==> src/rtl/comparer_multi_if.sv <==
// Byte stream in and per-channel match results out for the signature comparer.
// The comparer connects through the slave modport. The byte receiver and the
// dispatcher side connect through the master modport.
interface comparer_multi_if #(
  parameter int B = 8,
  parameter int N = 4
);
  localparam int IW = (N > 1) ? $clog2(N) : 1;

  logic          restart;
  logic          load;
  logic [B-1:0]  data;
  logic [N-1:0]  resolve;
  logic [N-1:0]  reject;
  logic          match_valid;
  logic [IW-1:0] match_index;
  logic          none_alive;

  modport master (
    output restart, load, data,
    input  resolve, reject, match_valid, match_index, none_alive
  );

  modport slave (
    input  restart, load, data,
    output resolve, reject, match_valid, match_index, none_alive
  );
endinterface

==> src/rtl/comparer_multi.sv <==
// Multi-channel streaming signature comparer for the NMEA receive path.
// Each received byte is compared against N reference strings at the same time.
// Per-channel resolve and reject pulses are registered one cycle after the load.
// The first resolving channel is held as a sticky index.
//
// state        | meaning
// ST_MATCHING  | channel is comparing; cnt is the next reference byte to check
// ST_DONE      | anchored mode only: full match seen, idle until restart
// ST_DEAD      | anchored mode only: mismatch seen, idle until restart
module comparer_multi #(
  parameter int              B           = 8,
  parameter int              L           = 6,
  parameter int              N           = 4,
  parameter logic [N*L*B-1:0] REFS       = {"$GPGSV", "$GPGGA", "$GPRMC", "$GPZDA"},
  parameter logic [B-1:0]    WILDCARD    = 8'h3F,
  parameter bit              WILDCARD_EN = 1'b1,
  parameter int              MODE        = 1
) (
  input  logic             clock,
  input  logic             reset_n,
  comparer_multi_if.slave  bus
);
  localparam int CW = $clog2(L + 1);
  localparam int IW = (N > 1) ? $clog2(N) : 1;

  typedef enum logic [1:0] {
    ST_MATCHING = 2'd0,
    ST_DONE     = 2'd1,
    ST_DEAD     = 2'd2
  } ch_state_e;

  ch_state_e     state_q [N];
  ch_state_e     state_d [N];
  logic [CW-1:0] cnt_q   [N];
  logic [CW-1:0] cnt_d   [N];
  logic [N-1:0]  resolve_q, resolve_d;
  logic [N-1:0]  reject_q, reject_d;
  logic          match_valid_q, match_valid_d;
  logic [IW-1:0] match_index_q, match_index_d;
  logic          none_alive_q, none_alive_d;

  // Per-channel compare and next state. A restart overrides the stored state for this cycle's compare.
  always_comb begin
    logic [CW-1:0] cnt_eff;
    ch_state_e     st_eff;
    logic [B-1:0]  ref_b;
    logic [B-1:0]  ref0;
    logic          hit;
    logic          hit0;
    resolve_d = '0;
    reject_d  = '0;
    cnt_eff   = '0;
    st_eff    = ST_MATCHING;
    ref_b     = '0;
    ref0      = '0;
    hit       = 1'b0;
    hit0      = 1'b0;
    for (int i = 0; i < N; i++) begin
      cnt_eff    = bus.restart ? '0 : cnt_q[i];
      st_eff     = bus.restart ? ST_MATCHING : state_q[i];
      cnt_d[i]   = cnt_eff;
      state_d[i] = st_eff;
      // The first reference byte sits in the most significant position of the channel slice.
      ref_b = REFS[(i*L + (L - 1 - int'(cnt_eff)))*B +: B];
      ref0  = REFS[(i*L + (L - 1))*B +: B];
      hit   = (bus.data == ref_b) || (WILDCARD_EN && (ref_b == WILDCARD));
      hit0  = (bus.data == ref0)  || (WILDCARD_EN && (ref0 == WILDCARD));
      if (bus.load && (st_eff == ST_MATCHING)) begin
        if (hit) begin
          if (cnt_eff == CW'(L - 1)) begin
            resolve_d[i] = 1'b1;
            if (MODE == 1) cnt_d[i] = '0;
            else           state_d[i] = ST_DONE;
          end else begin
            cnt_d[i] = cnt_eff + 1'b1;
          end
        end else begin
          reject_d[i] = 1'b1;
          // In search mode a mismatching byte may itself be the start of a new match.
          if (MODE == 1) cnt_d[i] = (hit0 && (L > 1)) ? CW'(1) : '0;
          else           state_d[i] = ST_DEAD;
        end
      end
    end
  end

  // Sticky first-match capture and the all-dead flag. Both are cleared by restart in the same edge.
  always_comb begin
    match_valid_d = bus.restart ? 1'b0 : match_valid_q;
    match_index_d = bus.restart ? '0 : match_index_q;
    if (!match_valid_d && (resolve_d != '0)) begin
      match_valid_d = 1'b1;
      for (int i = N - 1; i >= 0; i--) begin
        if (resolve_d[i]) match_index_d = IW'(i);
      end
    end
    none_alive_d = (MODE == 0);
    for (int i = 0; i < N; i++) begin
      if (state_d[i] != ST_DEAD) none_alive_d = 1'b0;
    end
  end

  // State and output registers.
  always_ff @(posedge clock or negedge reset_n) begin
    if (!reset_n) begin
      for (int i = 0; i < N; i++) begin
        state_q[i] <= ST_MATCHING;
        cnt_q[i]   <= '0;
      end
      resolve_q     <= '0;
      reject_q      <= '0;
      match_valid_q <= 1'b0;
      match_index_q <= '0;
      none_alive_q  <= 1'b0;
    end else begin
      for (int i = 0; i < N; i++) begin
        state_q[i] <= state_d[i];
        cnt_q[i]   <= cnt_d[i];
      end
      resolve_q     <= resolve_d;
      reject_q      <= reject_d;
      match_valid_q <= match_valid_d;
      match_index_q <= match_index_d;
      none_alive_q  <= none_alive_d;
    end
  end

  assign bus.resolve     = resolve_q;
  assign bus.reject      = reject_q;
  assign bus.match_valid = match_valid_q;
  assign bus.match_index = match_index_q;
  assign bus.none_alive  = none_alive_q;

endmodule
==> src/flat_wrapper.sv <==
// flat-port wrapper written by rule: the top's interface ports become plain ports
module comparer_multi_flat 
#(
  parameter int              B           = 8,
  parameter int              L           = 6,
  parameter int              N           = 4,
  parameter logic [N*L*B-1:0] REFS       = {"      ", "      ", "      ", "      "},
  parameter logic [B-1:0]    WILDCARD    = 8'h3F,
  parameter bit              WILDCARD_EN = 1'b1,
  parameter int              MODE        = 1
)
  (clock, reset_n, bus_restart, bus_load, bus_data, bus_resolve, bus_reject, bus_match_valid, bus_match_index, bus_none_alive);
  comparer_multi_if #(.B(B), .N(N)) bus_i ();
  input  logic clock;
  input  logic reset_n;
  input wire logic [$bits(bus_i.restart)-1:0] bus_restart;
  input wire logic [$bits(bus_i.load)-1:0] bus_load;
  input wire logic [$bits(bus_i.data)-1:0] bus_data;
  output wire logic [$bits(bus_i.resolve)-1:0] bus_resolve;
  output wire logic [$bits(bus_i.reject)-1:0] bus_reject;
  output wire logic [$bits(bus_i.match_valid)-1:0] bus_match_valid;
  output wire logic [$bits(bus_i.match_index)-1:0] bus_match_index;
  output wire logic [$bits(bus_i.none_alive)-1:0] bus_none_alive;
  assign bus_i.restart = bus_restart;
  assign bus_i.load = bus_load;
  assign bus_i.data = bus_data;
  assign bus_resolve = bus_i.resolve;
  assign bus_reject = bus_i.reject;
  assign bus_match_valid = bus_i.match_valid;
  assign bus_match_index = bus_i.match_index;
  assign bus_none_alive = bus_i.none_alive;
  comparer_multi #(.B(B), .L(L), .N(N), .REFS(REFS), .WILDCARD(WILDCARD), .WILDCARD_EN(WILDCARD_EN), .MODE(MODE)) u_core (.clock(clock), .reset_n(reset_n), .bus(bus_i));
endmodule
==> config.mk <==
export PLATFORM = sky130hd
export DESIGN_NAME = comparer_multi_flat
export DESIGN_NICKNAME = d
export VERILOG_FILES = /design/src/rtl/comparer_multi_if.sv /design/src/rtl/comparer_multi.sv /design/src/flat_wrapper.sv
export SDC_FILE = /design/constraint.sdc
export NUM_CORES = 1
export LEC_CHECK = 0
export CAP_MARGIN = 20
export CORE_MARGIN = 2
export CORE_UTILIZATION = 47
export DETAILED_ROUTE_END_ITERATION = 8
export GPL_TIMING_DRIVEN = 0
export PLACE_DENSITY = 0.73
export SYNTH_ARGS = -nofsm -noshare
export SYNTH_HDL_FRONTEND = slang
export SYNTH_SLANG_ARGS = --single-unit
==> constraint.sdc <==
create_clock -name clock -period 2 [get_ports clock]
set_clock_uncertainty 0.15 [all_clocks]
set_input_delay 0.3 -clock clock [delete_from_list [all_inputs] [get_ports clock]]
set_output_delay 0.3 -clock clock [all_outputs]
set_load 0.02 [all_outputs]
==> qor.csv <==
stage,metric,value,unit
detailed_routing,antenna-violating nets left,0,
synth,Main synth FF type,dfrtp_1,
sta,count of pins over their slew limit,0,
floorplan,Die Y,60.33,um
pwr,sequential power share,0.598,
grt,largest net degree at the start of global routing,22,
detailed_routing,Iter 0 DRT Violations,87,
critical_path,worst setup path end,u_core.cnt_q[10],
detailed_routing,Vias/cell,5.613,
floorplan,core box area,3028,um^2
critical_path,crit path launch,u_core.cnt_q[10],
sta,crit path time final,2054,ps
finish,most frequent cells in the layout,"dfrtp_1 (31), nor2b_1 (16), buf_4 (13), clkdlybuf4s50_1 (13), nand2_1 (11)",
pwr,Final Total Pwr,0.001057,W
clock_tree,hold-fix buffers at CTS,0,
detailed_routing,Initial DRT Pass Iterations,4,
sta,Slew HR,0.5962,
clock_tree,H-tree depth,2,
critical_path,Crit. End Element,flop,
detailed_routing,Via Count,1291,
placed_design,GPL Wtd Cong,0.7867,
floorplan,# rows,20,
critical_path,"CP delay by family, top",simple AND/OR/NAND/NOR gates,
status,status,"finished, violations left",
sta,final setup fails,3,
grt,grt total ovfl,0,
finish,# diodes,0,
critical_path,r2r setup slk,-50,ps
pwr,Comb power frac,0.101,
finish,area delta synth->final,32.97,%
critical_path,Critical Path Stages,8,
synth,share of the synthesized area in the top cell type,0.5201,
finish,share of post-route cells with drive strength above 1,0.2581,
pwr,Peak VDD IR,364.4,uV
grt,initial antenna violation count,0,
finish,# fillers,241,
placed_design,Cells after DPL,215,
placed_design,post-detail-place hpwl,2400,um
pwr,P_int,0.0008037,W
critical_path,startpoint type of the worst setup path,flop,
synth,Synth Register Bits,31,
critical_path,"Req. time, crit path",2120,ps
detailed_routing,Remaining DRCs,0,
sta,Hold Fails Final Rpt,0,
floorplan,# IOs,24,
critical_path,crit-path max cell delay,420,ps
placed_design,Area after DPL,1817,um^2
clock_tree,later-pin clock latency in the skew report,330,ps
finish,Layout Utilization,0.6550,
sta,RSZ-0062 raised after global routing,true,
placed_design,PortBufs,22,
sta,fin crit share,1.027,
pwr,Sw Ratio,0.2395,
clock_tree,CTS Root Cell,clkbuf_4,
grt,vias in the first global route,1240,
synth,part of the Yosys area used for sequential elements,0.5201,
synth,synth top area cells,"dfrtp_1 (52%), nor2b_1 (7.1%), a21oi_1 (3.0%), nor2_1 (3.0%), or4_1 (3.0%)",
pwr,Net Switching,0.0002531,W
synth,count of cell types in the netlist,40,
worst_hold_path,HP Class,input pin to asynchronous set/reset pin,
finish,Final Instance Area,1983,um^2
synth,"FFs w/ async S/R, synth",1.000,
grt,global-route wire length before repair,5816,um
grt,Tot GR Track Use,0.2253,
finish,fin cells,230,
finish,"most common cell after layout, fill and taps aside",dfrtp_1,
synth,cell taking the most area after synthesis,dfrtp_1,
clock_tree,CTS tree,done,
floorplan,Die Wd,60.33,um
floorplan,starting density of the core,0.4926,
critical_path,Critical Path AT,2170,ps
critical_path,RR Startpoint,u_core.cnt_q[10],
detailed_routing,Post-Route WL,3651,um
clock_tree,clock sink count,31,
synth,Syn Inst Count,148,
critical_path,critical path type,flop to flop,
critical_path,critical-path cell list,inv_2 > nor2_2 > ha_4 > xnor2_2 > or3_1 > buf_6 > or4_4 > a21oi_2,
pwr,pwr/cell area,532.9,nW/um^2
status,failing checks,setup timing,
clock_tree,clk slew on worst S/H paths,90,ps
critical_path,CP bufs+invs,2,
detailed_routing,DR WL/cell,15.87,um
synth,Post-Synthesis Cell Area,1491,um^2
synth,"EDFF count, synth",0,
synth,Synth Warn #,0,
critical_path,Reg-to-Reg End,u_core.cnt_q[10],
critical_path,Reg2Reg Depth,8,
sta,Final WS setup,-54.13,ps
finish,# nets final,200,
clock_tree,Max Buffers Root-to-Sink,2,
critical_path,peak fanout along the critical path,6,
placed_design,Place WS,-915.2,ps
synth,Syn Area/Cell,10.08,um^2
pwr,power share of the clock group,0.302,
pwr,Lkg Pwr,0.8454,nW
job,max cap viols,0,
sta,maximum clock rate,486.8,MHz
clock_tree,total CTS buffers,5,
synth,syn_nets,161,
floorplan,total die area,3640,um^2
critical_path,slowest cell on the critical path,dfrtp_1,
sta,Least-Margin Pin Slew,603.8,ps
## how the worst min path moves through the flow
stage | endpoint | slack (ps) | from | cells after the start
2_1_floorplan | u_core.bus.match_index[0] | -150 | reset_n | 0
3_3_place_gp | u_core.state_q[5] | 330 | u_core.state_q[5] | 1
3_5_place_dp | u_core.state_q[4] | 350 | u_core.state_q[4] | 1
4_1_cts | u_core.bus.reject[0] | 180 | reset_n | 1
5_1_grt | u_core.cnt_q[8] | 210 | reset_n | 1
6_report | u_core.bus.reject[0] | 190 | reset_n | 1
## worst register-to-register path: cells and delay by family (launching register included)
kind            cells  cell delay (ps)
buf+inv             2              220
flops               1              420
xor+xnor            1              130
compound gates      1              130
fa+ha+maj           1              160
simple gates        3              790
## state kept, by name (all words and copies together) (netlist names)
| signal | cells |
|---|---|
| u_core.bus.match_valid | 1 |
| u_core.bus.resolve | 4 |
| u_core.bus.match_index | 2 |
| u_core.cnt_q | 12 |
| u_core.bus.reject | 4 |
| u_core.state_q | 8 |
## metrics by stage
stage / hold slack (ps) / TNS [ps]
after detailed placement: 345.4 / -10960
after global placement: 334.9 / -11510
final: 190.0 / -122.6
after floorplan: -145.6 / -870.9
after CTS: 182.3 / -144.3
after global routing: 213.5 / -304.2
## routing by layer
layer	share of wire	wire, um	track usage
met5	0	0	0
met4	0.033	122	0.1206
met3	0.037	136	0.06610
met2	0.51	1849	0.3665
met1	0.42	1542	0.2705
## power by group through the flow
stage	combinational [W]	clock, W	sequential, W
2_1_floorplan	0.0000331	0	0.000650
3_3_place_gp	0.0000907	0	0.000644
3_5_place_dp	0.0000994	0	0.000645
4_1_cts	0.000102	0.000333	0.000632
5_1_grt	0.000117	0.000356	0.000633
6_report	0.000106	0.000319	0.000632
## cells in the mapped netlist (2+ instances only)
library cell	n
dfrtp_1	31
nor2b_1	17
nor2_1	12
nand2_1	11
a21oi_1	9
clkbuf_1	6
nand2b_1	6
or4_1	6
inv_1	5
or3_1	5
nand3_1	3
o21ai_0	3
o21bai_1	3
o311ai_0	3
mux2_2	2
nor4b_1	2
## timing repair
item / in CTS / in global routing
resized for setup: 34 / 16
pin swaps: 8 / 6
setup endpoints to repair: 16 / 9
setup buffers: 10 / 2
## kinds of logic (layout without fill, tap and decap cells)
| family | Yosys count | count (layout) | synth area share |
|---|---|---|---|
| muxes | 2 | 2 | 0.01510 |
| xor gates and xnor gates | 1 | 1 | 0.005874 |
| and+or+nand+nor | 73 | 73 | 0.2919 |
| AOI/OAI and AO/OA | 25 | 25 | 0.1124 |
| buffers and inverters | 14 | 52 | 0.04362 |
| DFF | 31 | 31 | 0.5201 |
| other | 1 | 1 | 0.002514 |
| adders and majority gates | 1 | 1 | 0.008388 |
## cell type report
type | count | area (um^2) | share of cell area
Sequential cell | 31 | 775.7 | 0.3912
Inverter | 5 | 18.77 | 0.009464
Timing Repair Buffer | 35 | 325.3 | 0.1640
Clock buffer | 6 | 41.29 | 0.02082
Buffer | 6 | 55.05 | 0.02776
Multi-Input combinational cell | 103 | 711.9 | 0.3590
Tap cell | 44 | 55.05 | 0.02776
Power figures use the tool's default switching activity.
